--- src/rtl/ioctl_upload_server_pkg.sv ---
// ============================================================================
//  Module      : ioctl_upload_server_pkg
//  Description : Shared types and constants for the HPS save-RAM upload server
//  Revision    : 1.0  initial release
// ============================================================================
`default_nettype none

package ioctl_upload_server_pkg;

  // Byte-service FSM: wait for a strobe, hold a RAM request, capture RAM data
  typedef enum logic [1:0] {
    ST_IDLE = 2'd0,
    ST_REQ  = 2'd1,
    ST_DATA = 2'd2
  } upl_state_t;

  // Byte returned for addresses beyond the exposed save RAM
  localparam logic [7:0] c_fill_byte = 8'hFF;

endpackage

`default_nettype wire

--- src/rtl/ioctl_upload_server.sv ---
// ============================================================================
//  Module      : ioctl_upload_server
//  Description : Serves HPS ioctl upload reads from the save RAM through an
//                arbitrated read port, with a one-entry pending strobe,
//                upload request handshake, CPU pause and byte counter.
//  Revision    : 1.0  initial release
// ============================================================================
`default_nettype none

module ioctl_upload_server
  import ioctl_upload_server_pkg::*;
#(
  parameter int         SIZE         = 1024,
  parameter int         ADDR_W       = 10,
  parameter logic [7:0] UPLOAD_INDEX = 8'd4
) (
  input  logic              clk_sys,
  input  logic              reset,
  input  logic              save_req,
  input  logic              ioctl_upload,
  input  logic [7:0]        ioctl_index,
  input  logic              ioctl_rd,
  input  logic [24:0]       ioctl_addr,
  output logic [7:0]        ioctl_din,
  output logic              ioctl_upload_req,
  output logic              pause_cpu,
  output logic              ram_req,
  output logic [ADDR_W-1:0] ram_addr,
  input  logic              ram_gnt,
  input  logic [7:0]        ram_q,
  output logic              busy,
  output logic [ADDR_W:0]   byte_count
);

  localparam logic [24:0]   c_size      = 25'(SIZE);
  localparam logic [ADDR_W:0] c_count_max = (ADDR_W+1)'(SIZE);
  localparam logic [ADDR_W:0] c_count_one = (ADDR_W+1)'(1);

  upl_state_t        r_state;
  upl_state_t        w_state_nxt;
  logic              r_session_q;
  logic [ADDR_W-1:0] r_addr;
  logic [7:0]        r_din;
  logic              r_upload_req;
  logic              r_pause;
  logic [ADDR_W:0]   r_count;
  logic              r_pend_vld;
  logic [24:0]       r_pend_addr;

  logic              w_session;
  logic              w_rise;
  logic              w_rd_ok;
  logic              w_pend_ok;
  logic [24:0]       w_src_addr;
  logic              w_src_in_range;
  logic              w_cap;
  logic              w_load;
  logic [7:0]        w_din_nxt;
  logic              w_pend_set;
  logic              w_pend_clr;

  assign w_session      = ioctl_upload && (ioctl_index == UPLOAD_INDEX);
  assign w_rise         = w_session && !r_session_q;
  assign w_rd_ok        = ioctl_rd && w_session;
  // A pending strobe is only honoured while the session is still live
  assign w_pend_ok      = r_pend_vld && w_session;
  assign w_src_addr     = w_pend_ok ? r_pend_addr : ioctl_addr;
  assign w_src_in_range = (w_src_addr < c_size);

  // State register
  always_ff @(posedge clk_sys or posedge reset) begin
    if (reset) r_state <= ST_IDLE;
    else       r_state <= w_state_nxt;
  end

  // Next state, byte load and pending-entry control
  always_comb begin
    w_state_nxt = r_state;
    w_cap       = 1'b0;
    w_load      = 1'b0;
    w_din_nxt   = r_din;
    w_pend_set  = 1'b0;
    w_pend_clr  = 1'b0;
    case (r_state)
      ST_IDLE: begin
        if (w_pend_ok || w_rd_ok) begin
          w_pend_clr = w_pend_ok;
          // Pending is older, so a coincident fresh strobe takes its place
          w_pend_set = w_pend_ok && w_rd_ok;
          if (w_src_in_range) begin
            w_state_nxt = ST_REQ;
            w_cap       = 1'b1;
          end else begin
            w_load    = 1'b1;
            w_din_nxt = c_fill_byte;
          end
        end
      end
      ST_REQ: begin
        if (ram_gnt) w_state_nxt = ST_DATA;
        w_pend_set = w_rd_ok;
      end
      ST_DATA: begin
        w_state_nxt = ST_IDLE;
        w_load      = 1'b1;
        w_din_nxt   = ram_q;
        w_pend_set  = w_rd_ok;
      end
      default: w_state_nxt = ST_IDLE;
    endcase
  end

  // Datapath registers: address capture, returned byte, pending entry
  always_ff @(posedge clk_sys or posedge reset) begin
    if (reset) begin
      r_addr      <= '0;
      r_din       <= 8'h00;
      r_pend_vld  <= 1'b0;
      r_pend_addr <= '0;
    end else begin
      if (w_cap)  r_addr <= w_src_addr[ADDR_W-1:0];
      if (w_load) r_din  <= w_din_nxt;
      if (!w_session) begin
        r_pend_vld <= 1'b0;
      end else if (w_pend_set) begin
        r_pend_vld  <= 1'b1;
        r_pend_addr <= ioctl_addr;
      end else if (w_pend_clr) begin
        r_pend_vld <= 1'b0;
      end
    end
  end

  // Session edge, upload handshake, CPU pause and served-byte counter
  always_ff @(posedge clk_sys or posedge reset) begin
    if (reset) begin
      r_session_q  <= 1'b0;
      r_upload_req <= 1'b0;
      r_pause      <= 1'b0;
      r_count      <= '0;
    end else begin
      r_session_q <= w_session;
      if (w_rise)                      r_upload_req <= 1'b0;
      else if (save_req && !w_session) r_upload_req <= 1'b1;
      if (w_session)                                  r_pause <= 1'b1;
      else if ((r_state == ST_IDLE) && !w_pend_ok)    r_pause <= 1'b0;
      if (w_rise)                                     r_count <= '0;
      else if (w_load && (r_count != c_count_max))    r_count <= r_count + c_count_one;
    end
  end

  assign ioctl_din        = r_din;
  assign ioctl_upload_req = r_upload_req;
  assign pause_cpu        = r_pause;
  assign ram_req          = (r_state == ST_REQ);
  assign ram_addr         = r_addr;
  assign busy             = (r_state != ST_IDLE);
  assign byte_count       = r_count;

endmodule

`default_nettype wire

--- config.mk ---
export PLATFORM = sky130hd
export DESIGN_NAME = ioctl_upload_server
export DESIGN_NICKNAME = d
export VERILOG_FILES = /design/src/rtl/ioctl_upload_server_pkg.sv /design/src/rtl/ioctl_upload_server.sv
export SDC_FILE = /design/constraint.sdc
export NUM_CORES = 1
export LEC_CHECK = 0
export ABC_AREA = 1
export BUFFER_PORTS_ARGS = -buffer_cell sky130_fd_sc_hd__buf_2
export CAP_MARGIN = 15
export CELL_PAD_IN_SITES_DETAIL_PLACEMENT = 0
export CELL_PAD_IN_SITES_GLOBAL_PLACEMENT = 1
export CORE_UTILIZATION = 39
export DETAILED_ROUTE_END_ITERATION = 8
export PLACE_DENSITY = 0.86
export SYNTH_ARGS = -nofsm -noshare
export SYNTH_HDL_FRONTEND = slang
export SYNTH_SLANG_ARGS = --single-unit
--- constraint.sdc ---
create_clock -name clk_sys -period 2.4 [get_ports clk_sys]
set_clock_uncertainty 0.2 [all_clocks]
set_input_delay 0.36 -clock clk_sys [delete_from_list [all_inputs] [get_ports clk_sys]]
set_output_delay 0.36 -clock clk_sys [all_outputs]
set_load 0.02 [all_outputs]
==> flow_summary.yaml <==
run_status:
  status: "finished clean"
critical_path:
  cp_max_fo: 4
  critPathLaunch: "r_state[0]"
  cp-start-kind: "register"
  cp_common_cell: "inv_1"
  r2r_start: "byte_count[0]"
  reg2reg_slack_ps: 390
  worstSetupPathType: "register to output pin"
  cp_top_family: "buffers and inverters"
  crit_buf_inv: 3
  cp-end-kind: "output pin"
  crit_chain: "inv_1, ha_1, inv_1, buf_2"
  max_stage_delay_ps: 410
  slowest_stage: "dfrtp_1"
  arrival_ps: 1480
  required_ps: 1840
place:
  place_congestion: 0.7640
  placed_cells: 560
  place_hpwl_mm: 4.834
  place_ws_ps: 321.6
  port_buffers: 79
timing:
  worstMarginPinSlew_ps: 917.2
  finalSetupTns_ps: 0
  holdWs_ps: 41.94
  period_share: 0.8519
  slew_headroom: 0.3885
  period_minus_slack_ps: 2044
  rsz0062_at_grt: "false"
  maxSlewViolCount: 0
  finalHoldViolCount: 0
  setup_viol: 0
  setup_slack_ps: 355.6
  clock.fmax_mhz: 489.1
route:
  route.vias.total: 2702
  dr.pass1.iters: 4
  wl_per_cell_um: 11.57
  drtAntennaViolNets: 0
  drt_iter0_drc: 71
  avgViaCountPerCell: 4.691
  wirelength_mm: 6.664
  route.detailed.drc: 0
floorplan:
  die_w_um: 91.99
  design.core.area_mm2: 0.007767
  start_util: 0.4066
  die_h_um: 91.99
  io_pins: 80
  design.die.area_mm2: 0.008461
  num_rows: 32
power_and_ir_drop:
  leakagePower_uw: 0.002134
  irDropWorstVdd_mv: 0.2581
  p_per_area_mw_per_mm2: 537.0
cts:
  cts_tree: "done"
  cts_buffer_depth: 2
  cts.repair.resized: 0
  clockRootBuffer: "clkbuf_8"
  cts_sinks: 60
  hold_buffers: 1
  numCtsBuffers: 9
  cts_setup_buffers: 0
  clock_latency_ps: 330
  htreeDepth: 3
  clk_pin_slew_ps: 70
synthesis:
  synth.top_cell.area_share: 0.4754
  yosysMostFrequentCell: "nand2_1"
  synthCells: 388
  yosys_most_used_dff: "dfrtp_1"
  synth.top_cells.by_count: "nand2_1 (98), dfrtp_1 (60), o21ai_0 (54), inv_1 (50), nor2_1 (30)"
  ys_seq_elements: 60
  synth_edf_count: 0
  synth_nets: 441
  synth.area.top_cells: "dfrtp_1 (48%), nand2_1 (12%), o21ai_0 (8.6%), inv_1 (5.9%), nor2_1 (3.6%)"
  post_synth.cell_area_avg_um2: 8.139
  ys_warn_count: 0
  yosys.area.top_type: "dfrtp_1"
  synthDistinctLibCells: 32
  netlist_area_mm2: 0.003158
  ys_async_sr_fraction: 1.000
  synth_seq_area_share: 0.4754
global_route:
  grt-busiest-layer: "met2"
  grt_pass1_vias: 2499
  grt_pass1_wl_mm: 11.54
  grt_use_met1: 0.2425
  use_met3: 0.02985
  grt_max_degree: 52
  grt_use_met2: 0.2593
  grt_use_total: 0.1708
  overflow: 0
  antenna_found_initial: 0
cells_and_area:
  layout-drive-gt1-share: 0.2743
  regArea_mm2: 0.001501
  n_antenna_cell: 0
  finalNetCount: 523
  multiInputGateArea_mm2: 0.001361
  area_growth_pct: 23.10
  num-fill-cells: 775
  fin_cells: 576
min_path:
  hp-class: "primary input to register"
  min_from: "ram_q[0]"
job:
  maxCapViolations: 0
[state kept, by name (all words and copies together), names as in the netlist]
register / flops
byte_count: 11
ioctl_din: 8
ioctl_upload_req: 1
pause_cpu: 1
r_pend_addr: 25
r_pend_vld: 1
r_session_q: 1
r_state: 2
ram_addr: 10
[cell usage in the layout, fill, tap and decap left out, types with 6 or more instances in the layout]
cell type,count
o211ai_1,8
nand2_1,98
nor2_1,30
nand3_2,11
clkbuf_8,11
buf_4,6
nand4_1,13
inv_1,49
dfrtp_1,60
o21ai_0,54
nand3_1,10
buf_2,79
ha_1,6
[tightest hold or removal path, cell delays in order]
cell,delay [ps]
buf_2,70
o21ai_0,60
nand2_1,50
[cells by family after synthesis]
kind of cell | count (synthesis) | synth area share
adder cells (fa/ha/maj) | 6 | 0.02377
flip-flops | 60 | 0.4754
AND/OR/NAND/NOR | 177 | 0.2734
XOR/XNOR | 6 | 0.01664
AO/OA/AOI/OAI | 67 | 0.1161
buffers and inverters | 72 | 0.09469
[power by group]
part           internal, µW  leakage (µW)  switching (µW)  total, µW
registers              1020      0.000815            8.04       1030
logic                  59.0       0.00121            81.3        140
clock network           529      0.000105             387        916
total                  1610       0.00213             477       2090
[through the flow]
stage                     utilization  power, µW  cell area [µm²]
final                          0.5005       2087             3887
after global placement         0.4734       1189             3677
after floorplan                     -       1120             3158
after CTS                      0.5005       2120             3887
after global routing           0.5005       2185             3887
after detailed placement       0.4734       1192             3677
[per-layer routing]
layer / share of wire / up-vias
li1: - / 1400
met1: 0.50 / 1236
met3: 0.035 / 6
met4: 0.0098 / 0
met5: 0 / -
met2: 0.45 / 60
[layout make-up]
| cell class | count | area share |
|---|---|---|
| Clock inverter | 4 | 0.01255 |
| Sequential cell | 60 | 0.3862 |
| Multi-Input combinational cell | 256 | 0.3502 |
| Clock buffer | 11 | 0.03894 |
| Inverter | 55 | 0.05311 |
| Timing Repair Buffer | 88 | 0.1262 |
| Tap cell | 102 | 0.03283 |
[worst paths after layout]
check | endpoint | cells past startpoint
max | busy | 4
min | ioctl_din[0] | 3
max reg2reg | byte_count[8] | 8
min reg2reg | ram_addr[5] | 2
max in group asynchronous | r_pend_addr[18] | 4
min in group asynchronous | ram_addr[2] | 3
Note: power is estimated with default switching activity, not from simulation.
